===== src/rtl/hls_core_arbiter.sv =====
// hls_core_arbiter: round-robin sharing of one ap_ctrl_hs HLS core.
// Optional watchdog enabled by defining HCA_TIMEOUT_EN.
`timescale 1ns/1ps
module hls_core_arbiter #(
  parameter int NREQ    = 4,
  parameter int NUM_W   = 10,
  parameter int RES_W   = 4,
  parameter int TIMEOUT = 1024
) (
  input  logic                  CLK,
  input  logic                  RESET,
  input  logic [NREQ-1:0]       req,
  input  logic [NREQ*NUM_W-1:0] req_num,
  output logic [NREQ-1:0]       gnt,
  output logic [NREQ-1:0]       rsp_vld,
  output logic [RES_W-1:0]      rsp_data,
  output logic                  rsp_err,
  output logic                  ap_start,
  output logic [NUM_W-1:0]      ap_num,
  input  logic                  ap_idle,
  input  logic                  ap_ready,
  input  logic                  ap_done,
  input  logic [RES_W-1:0]      ap_res,
  input  logic                  ap_res_vld,
  output logic                  core_rst
);

  localparam int IW = $clog2(NREQ);

  if (NREQ < 2 || NREQ > 8 || TIMEOUT < 2) begin : g_bad_param
    $error("hls_core_arbiter: parameter out of range");
  end

  typedef enum logic [2:0] {
    S_IDLE,
    S_START,
    S_WAIT,
    S_RESP,
    S_TRST
  } state_t;

  state_t           r_state;
  logic [IW-1:0]    r_ptr;
  logic [IW-1:0]    r_owner;
  logic [NREQ-1:0]  r_gnt;
  logic [NREQ-1:0]  r_rsp_vld;
  logic [NUM_W-1:0] r_num;
  logic [RES_W-1:0] r_data;
  logic             r_start;
  logic             r_seen;

  logic [IW-1:0]    w_win;
  logic [IW:0]      w_sum;
  logic             w_any;
  logic             w_busy;
  logic [NREQ-1:0]  w_win_oh;
  logic [NREQ-1:0]  w_own_oh;
  logic [IW-1:0]    w_ptr_nxt;
  logic [NUM_W-1:0] w_nums [NREQ];

`ifdef HCA_TIMEOUT_EN
  localparam int TW = $clog2(TIMEOUT + 1);
  logic [TW-1:0] r_tcnt;
  logic          r_crst;
  logic          r_tph;
  logic          r_err;
  assign core_rst = r_crst;
  assign rsp_err  = r_err;
`else
  assign core_rst = 1'b0;
  assign rsp_err  = 1'b0;
`endif

  for (genvar gi = 0; gi < NREQ; gi++) begin : g_num
    assign w_nums[gi] = req_num[gi*NUM_W +: NUM_W];
  end

  // Scan downward so the nearest set request after the pointer wins.
  always_comb begin
    w_win = r_ptr;
    w_any = 1'b0;
    w_sum = '0;
    for (int k = NREQ - 1; k >= 0; k--) begin
      w_sum = {1'b0, r_ptr} + (IW+1)'(k);
      if (w_sum >= (IW+1)'(NREQ))
        w_sum = w_sum - (IW+1)'(NREQ);
      if (req[w_sum[IW-1:0]]) begin
        w_win = w_sum[IW-1:0];
        w_any = 1'b1;
      end
    end
  end

  assign w_win_oh  = NREQ'(1) << w_win;
  assign w_own_oh  = NREQ'(1) << r_owner;
  assign w_ptr_nxt = (w_win == IW'(NREQ - 1)) ? '0 : w_win + 1'b1;
  assign w_busy    = (r_state == S_START) || (r_state == S_WAIT);

  always_ff @(posedge CLK) begin
    if (RESET) begin
      r_state   <= S_IDLE;
      r_ptr     <= '0;
      r_owner   <= '0;
      r_gnt     <= '0;
      r_rsp_vld <= '0;
      r_num     <= '0;
      r_data    <= '0;
      r_start   <= 1'b0;
      r_seen    <= 1'b0;
`ifdef HCA_TIMEOUT_EN
      r_tcnt    <= '0;
      r_crst    <= 1'b0;
      r_tph     <= 1'b0;
      r_err     <= 1'b0;
`endif
    end else begin
      r_gnt     <= '0;
      r_rsp_vld <= '0;

      // An early hbits_ap_vld result takes priority over ap_res at done.
      if (w_busy) begin
        if (ap_res_vld) begin
          r_data <= ap_res;
          r_seen <= 1'b1;
        end else if (ap_done && !r_seen) begin
          r_data <= ap_res;
        end
      end

      unique case (r_state)
        S_IDLE: begin
          if (w_any && ap_idle) begin
            r_state <= S_START;
            r_gnt   <= w_win_oh;
            r_num   <= w_nums[w_win];
            r_owner <= w_win;
            r_start <= 1'b1;
            r_ptr   <= w_ptr_nxt;
            r_seen  <= 1'b0;
          end
        end
        S_START: begin
          if (ap_ready || ap_done)
            r_start <= 1'b0;
          if (ap_done) begin
            r_state   <= S_RESP;
            r_rsp_vld <= w_own_oh;
          end else if (ap_ready) begin
            r_state <= S_WAIT;
          end
        end
        S_WAIT: begin
          if (ap_done) begin
            r_state   <= S_RESP;
            r_rsp_vld <= w_own_oh;
          end
        end
        S_RESP: begin
          r_state <= S_IDLE;
        end
`ifdef HCA_TIMEOUT_EN
        S_TRST: begin
          if (r_tph) begin
            r_crst    <= 1'b0;
            r_err     <= 1'b1;
            r_data    <= '0;
            r_rsp_vld <= w_own_oh;
            r_state   <= S_RESP;
          end else begin
            r_tph <= 1'b1;
          end
        end
`endif
        default: begin
          r_state <= S_IDLE;
        end
      endcase

`ifdef HCA_TIMEOUT_EN
      if (w_busy) begin
        r_tcnt <= r_tcnt + 1'b1;
        if (!ap_done && r_tcnt == TW'(TIMEOUT - 1)) begin
          r_state <= S_TRST;
          r_start <= 1'b0;
          r_crst  <= 1'b1;
          r_tph   <= 1'b0;
        end
      end else begin
        r_tcnt <= '0;
      end
      if (r_state == S_RESP)
        r_err <= 1'b0;
`endif
    end
  end

  assign gnt      = r_gnt;
  assign rsp_vld  = r_rsp_vld;
  assign rsp_data = r_data;
  assign ap_start = r_start;
  assign ap_num   = r_num;

endmodule

===== config.mk =====
export PLATFORM = sky130hd
export DESIGN_NAME = hls_core_arbiter
export DESIGN_NICKNAME = d
export VERILOG_FILES = /design/src/rtl/hls_core_arbiter.sv
export SDC_FILE = /design/constraint.sdc
export NUM_CORES = 1
export LEC_CHECK = 0
export CORE_ASPECT_RATIO = 1.4
export CORE_MARGIN = 3
export CORE_UTILIZATION = 50
export DETAILED_ROUTE_END_ITERATION = 8
export DONT_BUFFER_PORTS = 1
export PLACE_DENSITY = 0.64
export SYNTH_ARGS = -nofsm -noshare
export SYNTH_HDL_FRONTEND = slang
export SYNTH_SLANG_ARGS = --single-unit

===== constraint.sdc =====
create_clock -name CLK -period 1.75 [get_ports CLK]
set_input_delay 0.175 -clock CLK [delete_from_list [all_inputs] [get_ports CLK]]
set_output_delay 0.175 -clock CLK [all_outputs]
set_load 0.02 [all_outputs]

==> flow_summary.yaml <==
outcome:
  status: "finished clean"
drt:
  wl_mm: 3.28
  dr.pass1.iters: 4
  num_vias: 1151
  routedWlPerCell_um: 16.8
  ant_nets: 0
  drtIter0Drc: 17
  met1_length_mm: 1.15
  wl_met3_um: 298
  via_per_inst: 5.90
  top_layer: "met4"
  remaining_drc_errors: 0
  routed-wl-met2_mm: 1.78
cts:
  clockBufferDepth: 2
  clk_latency_ns: 0.32
  cts_buffers: 5
  cts_max_level: 2
  cts_tree: "yes"
  path_clk_slew_ns: 0.09
  clkSinkCount: 30
  root_buffer: "clkbuf_4"
logic_synthesis:
  syn_inst: 154
  yosysTopAreaCell: "dfxtp_1"
  yosysSeqAreaShare_pct: 41.1
  ys_seq_elements: 30
  postSynthAreaPerCell_um2: 9.50
  ys_types: 38
  yosys_warnings: 0
  synth_top_area_share_pct: 41.1
  syn_area_mm2: 0.00146
  synth.area.top_cells: "dfxtp_1, mux2i_1, o221ai_1"
cells_and_area:
  final_nets: 217
  antenna_cells: 0
  seqCellArea_um2: 606
  multi_input_comb_area_um2: 797
  drive_above_1_share_pct: 14.5
  n_fill_cell: 254
  area_delta_synth_final_pct: 13.6
timing:
  setup_slack_ns: 0.0954
  hold_viol: 0
  slew_viol_final: 0
  finClkSkew_ns: 0.00206
  period_needed_ns: 1.65
  fin_crit_sh_pct: 94.5
  finalSetupViolCount: 0
  max_freq_mhz: 604
  worst_slew_pin_slew_ns: 0.565
  fin_setup_tns_ns: 0
  max-slew-margin-rel_pct: 62.2
power_and_ir_drop:
  p_leak_uw: 0.000672
  cellPowerDensity_mw_per_mm2: 1560
  peakVddDrop_mv: 0.815
place:
  place_congestion: 0.728
  dp_hpwl_mm: 2.34
  pre_cts_ws_ns: 0.00839
  io_buffers: 0
worst_hold_path:
  worstHoldStart: "ap_res[1]"
  hold_depth: 2
  hold_path_class: "input port to register"
  hold-path-endpoint: "rsp_data[1]"
die:
  io-pin-count: 79
  die-area_mm2: 0.00362
  initial_core_util_pct: 54.2
  die_x_um: 51.7
  coreArea_mm2: 0.00270
  std_cell_rows: 22
  die_h_um: 70.0
global_route:
  grt_max_degree: 16
  grt_pass1_vias: 1175
  antenna_found_initial: 0
  grt_pass1_wl_mm: 5.26
  overflow: 0
  grt_use_total_pct: 19.2
worst_setup_path:
  crit_chain: "or3b_4 -> o31ai_2 -> a221oi_4 -> buf_6 -> buf_16 -> xnor2_1 -> a211oi_2"
  r2r-end: "r_ptr[1]"
  r2r_cells: 7
  cp-end-kind: "register"
  r2r-start: "r_ptr[1]"
  crit_fanout: 13
  worst-setup-path-type: "register to register"
  crit_path_start_kind: "register"
  cp.required_ns: 1.94
  crit_path_max_incr_delay_ns: 0.40
  path_buf_inv: 2
  crit_path_top_delay_cell: "or3b_4"
  r2r_slack_ns: 0.1
  critPathArrivalTime_ns: 1.84
  critPathTopFamily: "simple AND/OR/NAND/NOR gates"
run:
  cap_violations: 0
[area by class of cell]
cell class                      count  share of cell area, %
Clock buffer                        6                   3.09
Clock inverter                      1                   1.81
Inverter                            7                   1.58
Multi-Input combinational cell    107                   48.0
Sequential cell                    30                   36.4
Tap cell                           36                   2.71
Timing Repair Buffer                8                   6.40
[power breakdown]
part	internal (µW)	leakage [µW]	total [µW]	switching, µW
clock	332	0.0000443	559	227
sequential	853	0.000246	1120	267
combinational	452	0.000381	921	468
[sequential cells by signal, indices dropped and copies added, names as in the netlist]
name	flops
r_seen	1
rsp_vld	4
ap_num	10
rsp_data	4
r_ptr	2
r_owner	2
ap_start	1
gnt	4
r_state	2
[worst max-delay path by stage]
stage              from         to  slack (ns)  depth (start not counted)
6_report       r_ptr[1]   r_ptr[1]         0.1                          7
3_3_place_gp   r_ptr[0]  ap_num[6]        0.07                          6
2_1_floorplan  r_ptr[0]  ap_num[0]        0.17                          7
3_5_place_dp   r_ptr[0]  ap_num[8]       0.008                          6
5_1_grt        r_ptr[1]   r_ptr[1]       -0.02                          7
4_1_cts        r_ptr[0]  ap_num[2]        0.02                          7
[kinds of logic after synthesis]
group / share of synthesized area, %
AOI/OAI and AO/OA: 14.7
xor gates and xnor gates: 0.599
adders and majority gates: 3.42
buffers and inverters: 7.61
DFF: 41.1
muxes: 17.1
other: 0.256
and+or+nand+nor: 15.2
[through the flow]
step	area, µm²	hold WS (ns)	util [%]	total power, µW	instances
after floorplan	1470	0.319	-	1810	155
after global placement	1470	0.248	54.5	1910	182
after detailed placement	1470	0.250	54.5	1950	182
after CTS	1640	0.00982	60.6	2600	195
after global routing	1660	0.00991	61.6	2770	195
final	1660	0.0178	61.6	2600	195
[routing by layer]
layer | GRT usage, % | vias up
met1 | 19.5 | 531
met2 | 34.6 | 52
met5 | 0 | -
met4 | 7.00 | 0
met3 | 7.25 | 6
li1 | - | 562
[what timing repair did]
item                                    in CTS  in global routing
hold buffers                                 4                  0
hold endpoints to repair                    15                  0
gates resized for setup                      5                  8
buffers inserted                             1                  0
endpoints found under the setup margin       3                 12
pin swaps                                    0                  2
cloned                                       1                  0
[synth_stat cells]
master	instances
o21ai_0	1
clkbuf_1	2
buf_8	1
nor2_2	1
nor4bb_1	1
o22a_1	1
or3_1	1
or3_4	1
o2bb2ai_1	2
nand2b_1	1
and3_1	1
buf_6	2
nor2_1	13
nand2_1	19
buf_2	2
inv_1	7
nor2b_1	1
buf_4	4
o21bai_1	1
o31ai_1	1
nor4_1	1
or4_1	1
o22ai_1	1
xnor2_1	1
dfxtp_1	30
mux2i_1	25
nor3_1	1
conb_1	1
a221oi_1	1
o21ai_1	1
nor4b_1	2
o311ai_1	1
o221ai_1	10
a21oi_1	6
ha_1	4
or3b_1	1
nand3_1	1
a211oi_1	3
[layout by cell type (no fill, tap or decap), drive strengths merged, types with 2 or more instances in the layout]
| cell type | n |
|---|---|
| a211oi | 3 |
| a21oi | 6 |
| buf | 4 |
| clkbuf | 6 |
| conb | 2 |
| dfxtp | 30 |
| dlygate4sd3 | 4 |
| ha | 4 |
| inv | 7 |
| mux2i | 25 |
| nand2 | 19 |
| nor2 | 14 |
| nor4b | 2 |
| o21ai | 2 |
| o221ai | 10 |
| o2bb2ai | 2 |
| or3 | 2 |
Note: power is estimated with default switching activity, not from simulation.
